`src/rtl/bcd_gate_7seg.sv`:
```
// Registered BCD-to-seven-segment decoder with lamp test, blanking and an invalid-code flag.
// Define BCD_GATE_HEX_DIGITS_EN to show codes 10-15 as hex glyphs instead of blanking them.
module bcd_gate_7seg (
  input  logic       clk,
  input  logic       rst,
  input  logic [3:0] a,
  input  logic       bi,
  input  logic       lt,
  output logic [6:0] y,
  output logic       err
);

  logic [6:0] digit_y;
  logic       digit_err;
  logic [6:0] next_y;
  logic       next_err;

  // Segment order is {a,b,c,d,e,f,g}; codes above 9 depend on the build.
  always_comb begin
    digit_y   = 7'h00;
    digit_err = 1'b0;
    case (a)
      4'd0:  digit_y = 7'h7E;
      4'd1:  digit_y = 7'h30;
      4'd2:  digit_y = 7'h6D;
      4'd3:  digit_y = 7'h79;
      4'd4:  digit_y = 7'h33;
      4'd5:  digit_y = 7'h5B;
      4'd6:  digit_y = 7'h5F;
      4'd7:  digit_y = 7'h70;
      4'd8:  digit_y = 7'h7F;
      4'd9:  digit_y = 7'h7B;
`ifdef BCD_GATE_HEX_DIGITS_EN
      4'd10: digit_y = 7'h77;
      4'd11: digit_y = 7'h1F;
      4'd12: digit_y = 7'h4E;
      4'd13: digit_y = 7'h3D;
      4'd14: digit_y = 7'h4F;
      4'd15: digit_y = 7'h47;
`else
      default: begin
        digit_y   = 7'h00;
        digit_err = 1'b1;
      end
`endif
    endcase
  end

  // Blanking beats lamp test; both suppress the error flag.
  always_comb begin
    next_y   = digit_y;
    next_err = digit_err;
    if (bi) begin
      next_y   = 7'h00;
      next_err = 1'b0;
    end else if (lt) begin
      next_y   = 7'h7F;
      next_err = 1'b0;
    end
  end

  always_ff @(posedge clk or posedge rst) begin
    if (rst) begin
      y   <= 7'h00;
      err <= 1'b0;
    end else begin
      y   <= next_y;
      err <= next_err;
    end
  end

endmodule

```
`config.mk`:
```
export PLATFORM = sky130hd
export DESIGN_NAME = bcd_gate_7seg
export DESIGN_NICKNAME = d
export VERILOG_FILES = /design/src/rtl/bcd_gate_7seg.sv
export SDC_FILE = /design/constraint.sdc
export NUM_CORES = 1
export LEC_CHECK = 0
export ABC_AREA = 1
export BUFFER_PORTS_ARGS = -buffer_cell sky130_fd_sc_hd__buf_2
export CAP_MARGIN = 20
export CELL_PAD_IN_SITES_DETAIL_PLACEMENT = 1
export CELL_PAD_IN_SITES_GLOBAL_PLACEMENT = 2
export CORE_ASPECT_RATIO = 0.9
export CORE_UTILIZATION = 25
export DETAILED_ROUTE_END_ITERATION = 12
export GPL_ROUTABILITY_DRIVEN = 0
export PLACE_DENSITY_LB_ADDON = 0.15
export SLEW_MARGIN = 20
export SYNTH_ARGS = -nofsm -noshare
export SYNTH_HDL_FRONTEND = slang
export SYNTH_SLANG_ARGS = --single-unit
```
`constraint.sdc`:
```
create_clock -name clk -period 1.1 [get_ports clk]
set_clock_uncertainty 0.05 [all_clocks]
set_input_delay 0.11 -clock clk [delete_from_list [all_inputs] [get_ports clk]]
set_output_delay 0.11 -clock clk [all_outputs]
set_load 0.05 [all_outputs]
```
==> reports/results.ini, run 1 <==
[critical_path]
crit_family = flip-flops
crit_arrival_ps = 830
cpMaxStageDelayCell = dfrtp_1
critPathMaxStageDelay_ps = 330
crit_cells = 1
end_kind = output port
crit_fanout = 1
crit_path_cell_trace = buf_2
worstSetupPathType = reg2out
start_kind = flip-flop
required_ps = 940
critPathBufInv = 1

[floorplanning]
die-area_um2 = 1800
start_util_pct = 27.6
dieHeight_um = 40.4
die_w_um = 44.6
rows = 13
ios = 16
core_um2 = 1480

[synth]
synth_area_um2 = 409
yosysMostFrequentCell = nand2_1
synth_seq_area_share_pct = 48.9
ys_top_cells_by_area = dfrtp_1 (49%), nand2_1 (11%), inv_1 (7.3%), nor2_1 (6.4%), a21oi_1 (6.1%)
synth_ff_type = dfrtp_1
synth_edf_count = 0
synth_top_area_cell = dfrtp_1
syn_avg_cell_area_um2 = 7.58
yosys_warnings = 0
synthArstFlopShare_pct = 100
synthTopCellsByCount = nand2_1 (12), dfrtp_1 (8), inv_1 (8), nor2_1 (7), a21oi_1 (5)
yosysTopAreaCellShare_pct = 48.9
syn_nets = 62
synthCells = 54
synth_seq_cells = 8
ys_types = 14

[sta]
fin_crit_ps = 991
layout_setup_ws_ps = 109
drv_slew = 0
fmax_mhz = 1010
tns_ps = 0
hold_violations = 0
rsz0062_at_grt = no
setup_viol_count_final = 0
tightest_slew_ps = 281
slew_headroom_pct = 81.3
post-route-period-util_pct = 90.1

[layout]
layout-area-overhead-vs-synth_pct = 33.0
drive_gt1_share_pct = 32.9
diodes = 0
fin_nets = 83
final_area_um2 = 544

[global_routing]
grtUsageMet2_pct = 18.4
met1_usage_pct = 12.0
grt_max_degree = 9
track_usage_pct = 11.0
top_usage_layer = met2
grtUsageMet3_pct = 4.05
antenna_found_initial = 0
first_global_vias = 338
grt_overflow_total = 0
grt_first_pass_wirelength_um = 1350

[drt]
drt_iter0_markers = 4
drc_errors = 0
detail_route.wl_per_cell_um = 9.05
vias_per_cell = 4.03
num_vias = 383
ant_nets = 0
wl_um = 860
first_pass_iters = 4

[clocking]
cts_tree = built
cts_made_buffers = 3
ctsRootBufferMaster = clkbuf_4
cts_resized = 0
clock-sinks = 8
clk_pin_slew_ps = 50
htreeDepth = 1
cts_hold_buffers = 1
cts_setup_buffers = 0
clock_path_buffers = 2

[place]
placed_cell_area_um2 = 512
portBuffers = 15
post-place-ws_ps = 141
dp_hpwl_um = 749

[job]
maxCapViolCount = 0

[hold_path]
worstHoldStart = lt
worstHoldEndpoint = err
hold_path.class = in2reg
hold_depth = 2

[status]
status = finished clean

[pwr]
powerDensity_nw_per_um2 = 1310
p_leak_nw = 0.312
ir_drop_mv = 0.391

## layout make-up
type	count	area [um2]
clock buffers	3	22.5
repair buffers	16	85.1
inverters	9	33.8
multi-input cells	37	175
fillers	193	936
well taps	22	27.5
flip-flops and latches	8	200
## worst max path at each step
stage	start	end	slack [ps]
after global placement	a[0]	y[3]	180
after floorplan	err	err	350
after CTS	y[5]	y[5]	100
final	y[5]	y[5]	110
after global routing	y[5]	y[5]	70
after detailed placement	a[1]	y[2]	140
## state kept, by name, indices dropped and copies added (netlist names)
signal and flops:
err 1, y 7
## cell families after synthesis
group           Yosys count  synth area share, %
flops                     8                 48.9
buf+inv                   9                 8.26
simple gates             27                 30.0
compound gates           10                 12.8
## layout by cell type (no fill, tap or decap)
cell           synthesis  final
nor2_4                 1      1
nand2_1               12     12
dlygate4sd3_1          0      1
buf_2                  0     15
nand2_2                2      2
o21ai_0                3      3
a21oi_1                5      5
inv_1                  8      8
clkbuf_4               0      3
nor2_1                 7      7
nor3_1                 2      2
nand3_1                1      1
nor2_2                 2      2
inv_2                  1      1
o21ai_1                1      1
dfrtp_1                8      8
o21a_1                 1      1
## layer usage
metal	part of all wire, %	vias to the layer above
met5	0	-
met2	44	14
li1	-	206
met3	7.3	2
met1	47	161
met4	1.3	0
## metrics by stage
stage          cells  utilization [%]  hold slack [ps]  total power, mW
2_1_floorplan     54                -             -124            0.459
4_1_cts           95             36.8             5.61            0.727
3_3_place_gp      91             34.6             2.76            0.515
3_5_place_dp      91             34.6             10.1            0.517
6_report          95             36.8             11.9            0.716
5_1_grt           95             36.8             5.50            0.765
## power by group
| group | total [mW] | leakage, nW | switching (mW) | internal [mW] |
|---|---|---|---|---|
| clock | 0.203 | 0.0138 | 0.0797 | 0.124 |
| sequential | 0.319 | 0.101 | 0.00433 | 0.315 |
| combinational | 0.193 | 0.198 | 0.143 | 0.0503 |
(Power assumes the default switching activity.)
==> run 2, diff against run 1 <==
CORE_UTILIZATION = 23   (was 25)
clock period = 1 ns   (was 1.1 ns; I/O delays follow)
==> run 2 against run 1 <==
  * Die area is 8.3% higher
  * Critical path depth stayed put
  * Clock power is 9.9% higher
  * Via count is 2.1% higher
  * Combinational power is 16% higher
  * Core utilization is 2.4 points lower
  * Total power is 11% higher
  * Flip-flop and latch count stayed put
  * Sequential power is 9.7% higher
  * Hold slack better by 30 ps
  * Largest cell class unchanged
  * Setup slack worse by 60 ps
==> reports/results.ini, run 2 (same netlist as run 1, synthesis figures left out) <==
[floorplanning]
dieHeight_um = 42.0  ; +4.0%
start_util_pct = 24.6  ; -3.1 points
die-area_um2 = 1950  ; +8.3%
rows = 14  ; +1
core_um2 = 1660  ; +12%
ios = 16  ; unchanged
die_w_um = 46.5  ; +4.1%

[critical_path]
crit_fanout = 1  ; unchanged
start_kind = flip-flop
cpMaxStageDelayCell = dfrtp_1
required_ps = 850  ; -90 ps
crit_path_cell_trace = clkbuf_4
crit_arrival_ps = 800  ; -30 ps
crit_family = flip-flops
worstSetupPathType = reg2out
critPathMaxStageDelay_ps = 350  ; +20 ps
end_kind = output port
crit_cells = 1  ; unchanged
critPathBufInv = 1  ; unchanged

[layout]
drive_gt1_share_pct = 35.1  ; +2.3 points
layout-area-overhead-vs-synth_pct = 39.8
fin_nets = 84  ; +1.2%
regArea_um2 = 200  ; unchanged
final_cell_mix = buf_2 (13), nand2_1 (12), inv_1 (8), dfrtp_1 (8), nor2_1 (7)
layout_commonest_cell = buf_2
diodes = 0  ; unchanged
largest_register_ffs = 7  ; unchanged
n_fill_cell = 221  ; +15%
reg.largest.list = y: 7 flops, err: 1 flops
multi_input_area_um2 = 183  ; +4.3%
final_area_um2 = 572  ; +5.1%
largest_register = y

[global_routing]
antenna_found_initial = 0  ; unchanged
top_usage_layer = met2
grt_first_pass_wirelength_um = 1570  ; +16%
track_usage_pct = 11.3  ; +0.37 points
first_global_vias = 395  ; +17%
grt_max_degree = 9  ; unchanged
grtUsageMet2_pct = 18.9  ; +0.51 points
grt_overflow_total = 0  ; unchanged
met1_usage_pct = 12.4  ; +0.33 points
grtUsageMet3_pct = 1.29  ; -2.8 points

[pwr]
clockPowerShare_pct = 27.9  ; -0.5 points
powerDensity_nw_per_um2 = 1390  ; +6.0%
p_sw_mw = 0.252  ; +11%
power_frac_comb_pct = 28.1  ; +1.1 points
p_leak_nw = 0.327  ; +4.9%
swShare_pct = 31.6  ; -0.12 points
power_frac_seq_pct = 44.0  ; -0.6 points
p_int_mw = 0.545  ; +12%
ir_drop_mv = 0.365  ; -6.7%

[hold_path]
hold_depth = 2  ; unchanged
hold_path.class = in2reg

[clocking]
cts_made_buffers = 3  ; unchanged
clock-sinks = 8  ; unchanged
cts_tree = built
ctsRootBufferMaster = clkbuf_4
clk_pin_slew_ps = 50  ; about the same
htreeDepth = 1  ; unchanged
clock_path_buffers = 2  ; unchanged
cts_setup_buffers = 0  ; unchanged

[drt]
ant_nets = 0  ; unchanged
vias_per_cell = 3.99  ; -1.0%
num_vias = 391  ; +2.1%
detail_route.wl_per_cell_um = 9.07  ; +0.21%
drc_errors = 0  ; unchanged
wl_um = 889  ; +3.4%
first_pass_iters = 3  ; -1
drt_iter0_markers = 3  ; -1

[place]
dp_hpwl_um = 782  ; +4.4%
post-place-ws_ps = 78.9  ; -62.2 ps
portBuffers = 15  ; unchanged
placed_cell_area_um2 = 522  ; +2.0%

[sta]
hold_violations = 0  ; unchanged
rsz0062_at_grt = no
tns_ps = 0  ; unchanged
post-route-period-util_pct = 95.1
fin_crit_ps = 951
drv_slew = 0  ; unchanged
setup_viol_count_final = 0  ; unchanged
slew_headroom_pct = 81.4  ; +0.12 points
fmax_mhz = 1050
tightest_slew_ps = 279  ; -1.86 ps
layout_setup_ws_ps = 49.4  ; -60.0 ps

[job]
maxCapViolCount = 0  ; unchanged

[status]
status = finished clean

[run 2: cell types whose count changed in the layout (fill, tap and decap cells not counted)]
cell	before	now
a21oi_1	5	4
o21ai_2	0	1
clkbuf_4	3	4
o21ai_1	1	0
buf_4	0	1
a21oi_2	0	1
dlymetal6s4s_1	0	1
buf_2	15	13
[run 2: stage by stage]
step | std cells | hold WS (ps) | util (%) | total power [mW]
floorplan | 54 | -134 | - | 0.504
global route | 98 | 54.3 | 34.4 | 0.842
detailed placement | 94 | -4.48 | 31.4 | 0.572
finish | 98 | 41.7 | 34.4 | 0.797
CTS | 99 | 42.7 | 33.9 | 0.812
global placement | 94 | -5.52 | 31.4 | 0.570
[run 2: power groups by stage]
stage / registers, mW / clock network [mW] / logic (mW)
global route: 0.353 / 0.244 / 0.245
detailed placement: 0.356 / 0 / 0.217
global placement: 0.355 / 0 / 0.215
floorplan: 0.438 / 0 / 0.0667
finish: 0.350 / 0.223 / 0.224
CTS: 0.350 / 0.239 / 0.223
[run 2: worst paths after layout]
path / startpoint / to / slack [ps]
setup / recovery: y[5] / y[5] / 50
hold / removal: bi / y[5] / 40
max in group asynchronous: rst / y[6] / 400
min in group asynchronous: rst / y[1] / 290
[run 2: final cells by class]
class,count,area share [%]
Timing Repair Buffer,17,17.9
Tap cell,24,5.25
Multi-Input combinational cell,37,31.9
Sequential cell,8,35.0
Clock buffer,3,3.94
Inverter,9,5.91
[run 2: layer usage]
layer,up-vias,routed length [um]
met3,2,53
li1,209,-
met1,166,388
met4,0,12
met5,-,0
met2,14,434
[run 2: repair_timing]
action | 4_1_cts | 5_1_grt
endpoints found under the setup margin | 0 | 7
hold endpoints to repair | 9 | 0
hold buffers | 2 | 0
resized for setup | 0 | 4
